<file path="src/rtl/mult_seq_param.sv">
// mult_seq_param: sequential shift-add multiplier, one multiplier bit per clock.
// Signed operands are reduced to magnitudes at start; the sign is
// re-applied to the final sum only, so the datapath is purely unsigned.
// The product s is written once per run and held until the next run completes.
module mult_seq_param #(
    parameter int WIDTH = 16
) (
    input  logic                 clk,
    input  logic                 rst,
    input  logic                 start,
    input  logic                 signed_mode,
    input  logic [WIDTH-1:0]     e1,
    input  logic [WIDTH-1:0]     e2,
    output logic                 busy,
    output logic                 done,
    output logic [2*WIDTH-1:0]   s
);

    localparam int PW = 2 * WIDTH;
    localparam int CW = (WIDTH > 2) ? $clog2(WIDTH) : 1;

    localparam logic [CW-1:0]    CNT_LAST = CW'(WIDTH - 1);
    localparam logic [CW-1:0]    CNT_ONE  = {{(CW-1){1'b0}}, 1'b1};
    localparam logic [CW-1:0]    CNT_ZERO = {CW{1'b0}};
    localparam logic [PW-1:0]    P_ONE    = {{(PW-1){1'b0}}, 1'b1};
    localparam logic [PW-1:0]    P_ZERO   = {PW{1'b0}};
    localparam logic [WIDTH-1:0] W_ONE    = {{(WIDTH-1){1'b0}}, 1'b1};
    localparam logic [WIDTH-1:0] W_ZERO   = {WIDTH{1'b0}};

    typedef enum logic [1:0] {
        IDLE = 2'd0,
        RUN  = 2'd1,
        DONE = 2'd2
    } state_t;

    // Magnitude of an operand. In signed mode the most negative value maps to
    // 2^(WIDTH-1), which is still representable as an unsigned WIDTH-bit value.
    function automatic logic [WIDTH-1:0] magnitude(input logic [WIDTH-1:0] v,
                                                   input logic             sgn);
        logic [WIDTH-1:0] m;
        if (sgn && v[WIDTH-1]) begin
            m = ~v + W_ONE;
        end else begin
            m = v;
        end
        return m;
    endfunction

    state_t            state_r;
    logic              neg_r;
    logic [PW-1:0]     mcand_r;   // multiplicand, shifted left each iteration
    logic [WIDTH-1:0]  mplier_r;  // multiplier, shifted right each iteration
    logic [PW-1:0]     acc_r;
    logic [CW-1:0]     cnt_r;

    logic [PW-1:0]     acc_sum_s;
    logic [PW-1:0]     result_s;
    logic              last_iter_s;

    // Next accumulator value and the sign-corrected final product.
    always_comb begin
        acc_sum_s   = acc_r;
        result_s    = acc_r;
        last_iter_s = (cnt_r == CNT_LAST);
        if (mplier_r[0]) begin
            acc_sum_s = acc_r + mcand_r;
        end else begin
            acc_sum_s = acc_r;
        end
        // Negating zero yields zero, so a zero operand never produces -0.
        if (neg_r) begin
            result_s = ~acc_sum_s + P_ONE;
        end else begin
            result_s = acc_sum_s;
        end
    end

    // Control FSM and datapath registers; reset aborts any run in flight.
    always_ff @(posedge clk or posedge rst) begin
        if (rst) begin
            state_r  <= IDLE;
            neg_r    <= 1'b0;
            mcand_r  <= P_ZERO;
            mplier_r <= W_ZERO;
            acc_r    <= P_ZERO;
            cnt_r    <= CNT_ZERO;
            busy     <= 1'b0;
            done     <= 1'b0;
            s        <= P_ZERO;
        end else begin
            case (state_r)
                IDLE: begin
                    done <= 1'b0;
                    if (start) begin
                        neg_r    <= signed_mode & (e1[WIDTH-1] ^ e2[WIDTH-1]);
                        mcand_r  <= {W_ZERO, magnitude(e1, signed_mode)};
                        mplier_r <= magnitude(e2, signed_mode);
                        acc_r    <= P_ZERO;
                        cnt_r    <= CNT_ZERO;
                        busy     <= 1'b1;
                        state_r  <= RUN;
                    end else begin
                        busy     <= 1'b0;
                    end
                end
                RUN: begin
                    acc_r    <= acc_sum_s;
                    mcand_r  <= {mcand_r[PW-2:0], 1'b0};
                    mplier_r <= {1'b0, mplier_r[WIDTH-1:1]};
                    cnt_r    <= cnt_r + CNT_ONE;
                    if (last_iter_s) begin
                        s       <= result_s;
                        done    <= 1'b1;
                        state_r <= DONE;
                    end else begin
                        done    <= 1'b0;
                    end
                end
                DONE: begin
                    // start is ignored here; the pulse lasts exactly one cycle.
                    done    <= 1'b0;
                    busy    <= 1'b0;
                    state_r <= IDLE;
                end
                default: begin
                    done    <= 1'b0;
                    busy    <= 1'b0;
                    state_r <= IDLE;
                end
            endcase
        end
    end

endmodule

</file>
<file path="config.mk">
export PLATFORM = sky130hd
export DESIGN_NAME = mult_seq_param
export DESIGN_NICKNAME = d
export VERILOG_FILES = /design/src/rtl/mult_seq_param.sv
export SDC_FILE = /design/constraint.sdc
export NUM_CORES = 1
export LEC_CHECK = 0
export ABC_AREA = 1
export CAP_MARGIN = 20
export CELL_PAD_IN_SITES_DETAIL_PLACEMENT = 1
export CELL_PAD_IN_SITES_GLOBAL_PLACEMENT = 2
export CORE_ASPECT_RATIO = 0.75
export CORE_MARGIN = 2
export CORE_UTILIZATION = 33
export DETAILED_ROUTE_END_ITERATION = 16
export PLACE_DENSITY = 0.78
export SLEW_MARGIN = 5
export SYNTH_ARGS = -nofsm -noshare
export SYNTH_HDL_FRONTEND = slang
export SYNTH_SLANG_ARGS = --single-unit
export TNS_END_PERCENT = 1
</file>
<file path="constraint.sdc">
create_clock -name clk -period 4.4 [get_ports clk]
set_input_delay 0.88 -clock clk [delete_from_list [all_inputs] [get_ports clk]]
set_output_delay 0.88 -clock clk [all_outputs]
set_load 0.01 [all_outputs]
</file>
# == Word level (Yosys, flattened, before mapping) ==
# Cells that the tools add are included.
# totals
register_bits,121
in_bits,36
# classes
addsub,5
eq_ne,4
n_mux,19
bitwise,5
n_reduce_logical,8
# ops
op,count
32-bit 2-to-1 mux,4
32-bit one-hot mux with 2 select lines,2
16-bit 2-to-1 mux,3
"16-bit by 1-bit adder with 16-bit output, second input constant",2
"32-bit by 1-bit adder with 32-bit output, second input constant",1
32-bit adder,1
16-bit NOT,2
32-bit NOT,1
16-bit one-hot mux with 2 select lines,1
4-bit one-hot mux with 2 select lines,1
2-bit AND reduction,4
"4-bit by 1-bit adder with 4-bit output, second input constant",1
"4-bit == test, second input constant",1
2-bit 2-to-1 mux,2
4-bit 2-to-1 mux,1
"2-bit inequality test, second input constant",2
2-bit one-hot mux with 2 select lines,1
1-bit 2-to-1 mux,3
"2-bit by 1-bit == test with 1-bit output, second input constant",1
1-bit logical AND,2
2-bit logical NOT,1
1-bit one-hot mux with 2 select lines,1
2-bit nonzero test,1
1-bit bitwise AND,1
1-bit bitwise XOR,1

# == Logic depth before layout (Yosys ltp) ==
# logic_depth
ltp_word,5
mapped_depth,23
ltp_nobuf,23

# == Worst setup path before layout ==
# OpenSTA, ideal clock, no wires.
# synth_path
path_kind,register to register
from,register mcand_r[0]
to,register s[30]
arrival_time_ps,2506
path_slack_ps,1777
stages_incl_launch_ff,17
path_buffers,0
path_cell_list,dfrtp_1 ha_1 fa_1 o21ai_2 ha_1 nand4_1 nor2_1 nor2b_2 nand3_4 nor2_8 nand3_4 nand2_4 nand2_1 nand2_1 nand2_1 nand2_1 nand2_1
# synth_between
elab_chain_len,5
# synth_rtl
item,line_no,source
"start, declared",51,logic [PW-1:0] mcand_r;
"start signal, assigned",96,"mcand_r <= {W_ZERO, magnitude(e1, signed_mode)};"
"start signal, assigned",108,"mcand_r <= {mcand_r[PW-2:0], 1'b0};"
32-bit adder (*),66,acc_sum_s = acc_r + mcand_r;
32-bit 2-to-1 mux (*),65,if (mplier_r[0]) begin
32-bit NOT,72,result_s = ~acc_sum_s + P_ONE;
32-bit by 1-bit adder with 32-bit output,72,
32-bit 2-to-1 mux (*),71,if (neg_r) begin
"end signal, assigned",112,s <= result_s;
"end, declared",16,output logic [2*WIDTH-1:0] s
# Mark *: on every way between the ends. The rest lies on a longest branch, timed or not.
# A chain may end at the register's enable or synchronous reset.

# == Worst setup path in the final report ==
# layout_path
from,register mcand_r[0]
to,register s[28]
# The elaborated chain is that of the path after synthesis.

==> results.cfg <==
[run_status]
outcome = finished clean

[cells_and_area]
drive_above_1_share_pct = 6.64
area_delta_synth_final_pct = 18.7
antennaDiodeCount = 0
fin_nets = 1475
instances_no_fill = 1767
layout_common_cells = 459 x nand2_1, 208 x inv_1, 121 x dfrtp_1
mostFrequentLayoutCell = nand2_1

[floorplanning]
die-area_um2 = 28400
rows = 52
start_util_pct = 33.4
die_w_um = 194
io_pins = 70
dieHeight_um = 147
core_um2 = 26800

[drt]
wire_per_inst_um = 16.9
drtPass1Iterations = 5
ant_nets = 0
routed_wl_mm = 29.8
drtIter0Drc = 560
vias_per_cell = 4.93
drc_errors = 0
vias = 8711

[sta]
clock.fmax_mhz = 316
worst_pin_slew_ns = 0.855
skew_ns = 0.0147
hold_viol = 0
drv_slew = 0
setup_viol = 0
max_slew_margin_pct = 42.9
finalCritPeriodShare_pct = 71.8
period_minus_slack_ns = 3.16
rsz0062_at_grt = no
setup-tns-final_ns = 0

[synth]
synth_xor_area_share_pct = 3.82
synth.distinct_cells = 44
synth_compound_area_share_pct = 12.2
ys_ff_latch = 121
yosysSeqAreaShare_pct = 33.9
syn-cell-area_um2 = 8940
synth_ff_type = dfrtp_1
syn_area_per_cell_um2 = 6.67
yosys.area_share.simple_pct = 34.0
synthAdderAreaFrac_pct = 5.12
synth_mux_area_share_pct = 0
synth_fp_nets = 1413
synth-async-reset-ratio_pct = 100
syn_inst = 1341
synth_top_family_by_area = simple AND/OR/NAND/NOR gates
synth_warnings = 0
synth_edf_count = 0

[clock_network]
cts_resized = 0
postCtsHoldBufs = 0
cts_sinks = 121
numCtsBuffers = 17
htreeDepth = 4
cts_setup_buffers = 0
worstSkewPairLatency_ns = 0.43
cts_buffer_depth = 2
cts_tree = yes
clk_pin_slew_ns = 0.07
root_buffer = clkbuf_16

[power]
p_per_area_nw_per_um2 = 885
vdd_ir_drop_max_mv = 0.339
leakagePower_nw = 5.49
total_power_mw = 9.39

[critical_path]
cp.arrival_ns = 3.48
worstPathCellList = ha_1 -> fa_1 -> nand2_1 -> nand2_1 -> nand3_1 -> nand2_1 -> nand2_1 -> nand3_1 -> nand2_1 -> nand2_2 -> nor2_4 -> nand3_4 -> nor2_8 -> nand3b_2 -> nand2_1 -> nand3_1 -> nand3_1 -> nand2_1
slowest_stage = fa_1
critical-path-top-delay-family = simple AND/OR/NAND/NOR gates
critPathMaxFanout = 4
crit_path_end_kind = register
worstPathRequired_ns = 4.72
crit_buf_inv = 0
path_class = reg -> reg
cpMostUsedCell = nand2_1
critPathLaunchType = register
slowest_delay_ns = 0.46

[placement]
portBuffers = 69
gp_congestion = 0.815
dpl.hpwl_mm = 23.2
placedCellCount = 1734

[global_routing]
first_global_vias = 8786
grt_max_degree = 58
grt_pass1_wl_mm = 48.7
grt_usage_pct = 21.7
antenna_found_initial = 0
globalRouteOverflowTotal = 0

[worst_hold_path]
worstHoldPathType = reg -> reg

[job]
maxCapViolations = 0
power by group:
part           total [mW]  leakage (nW)  switching (mW)  internal (mW)
logic                5.92          3.69            3.99           1.94
registers            2.04          1.52           0.411           1.63
clock network        1.43         0.285           0.626          0.800
per-layer routing:
| layer | vias to the layer above | GRT usage [%] | routed length (um) |
|---|---|---|---|
| met2 | 151 | 28.7 | 11200 |
| li1 | 4392 | - | - |
| met5 | - | 0 | 0 |
| met3 | 18 | 2.47 | 1280 |
| met4 | 0 | 4.20 | 250 |
| met1 | 4150 | 36.5 | 17100 |
synthesized netlist by cell type (4+ instances only):
master,number,share of area [%]
xor2_1,29,2.8
nor2_4,4,0.50
dfrtp_1,121,34
nand2_2,9,0.63
inv_1,209,8.8
o31ai_1,4,0.34
nor2_2,10,0.70
nor2_1,86,3.6
nand3_2,6,0.67
clkbuf_1,25,1.0
a32o_1,4,0.45
nand2_1,459,19
nand3_1,91,5.1
o22ai_1,40,2.8
inv_2,8,0.34
ha_1,35,4.9
nor3_1,14,0.78
a21oi_1,31,1.7
a22oi_1,29,2.4
xnor2_1,10,0.98
buf_2,6,0.34
nand4_1,15,1.0
o21ai_0,64,3.6
area by class of cell:
cell class | count | area [um2]
fill | 3435 | 16200
multi-input combinational | 964 | 4930
sequential | 121 | 3030
inverter | 220 | 831
timing repair buffer | 79 | 798
tap | 351 | 439
clock buffer | 17 | 425
clock inverter | 15 | 158
stage by stage:
stage / setup WS [ns] / instance area [um2] / util (%) / hold slack (ns)
floorplan: 0.306 / 8940 / - / 0.453
global placement: 1.20 / 10000 / 37.3 / 0.466
detailed placement: 1.14 / 10000 / 37.3 / 0.469
CTS: 1.25 / 10600 / 39.5 / 0.492
global route: 0.963 / 10600 / 39.6 / 0.515
finish: 1.24 / 10600 / 39.6 / 0.480
worst min-delay path, cell delays in order (launching register included):
cell	delay, ns
dfrtp_1	0.34
nand2_1	0.05
nand2_1	0.05
path summary, 6_finish.rpt:
check	end	slack, ns	cells after the start	start
max reg2reg	s[28]	1.24	18	mcand_r[0]
min reg2reg	s[31]	0.48	2	s[31]
min	s[31]	0.48	2	s[31]
min in group asynchronous	mcand_r[8]	0.87	2	rst
max	s[28]	1.24	18	mcand_r[0]
max in group asynchronous	s[1]	2.75	3	rst
registers in the layout, summed over array words and instances (netlist names):
name,flops
acc_r,32
busy,1
cnt_r,4
done,1
mcand_r,32
mplier_r,16
neg_r,1
s,32
state_r,2
cells by family (layout without fill, tap and decap cells):
| group | count (synthesis) | after routing |
|---|---|---|
| DFF | 121 | 121 |
| adders and majority gates | 36 | 36 |
| and+or+nand+nor | 707 | 707 |
| AOI/OAI and AO/OA | 182 | 182 |
| buffers and inverters | 256 | 331 |
| xor gates and xnor gates | 39 | 39 |
Note: power is estimated with default switching activity, not from simulation.
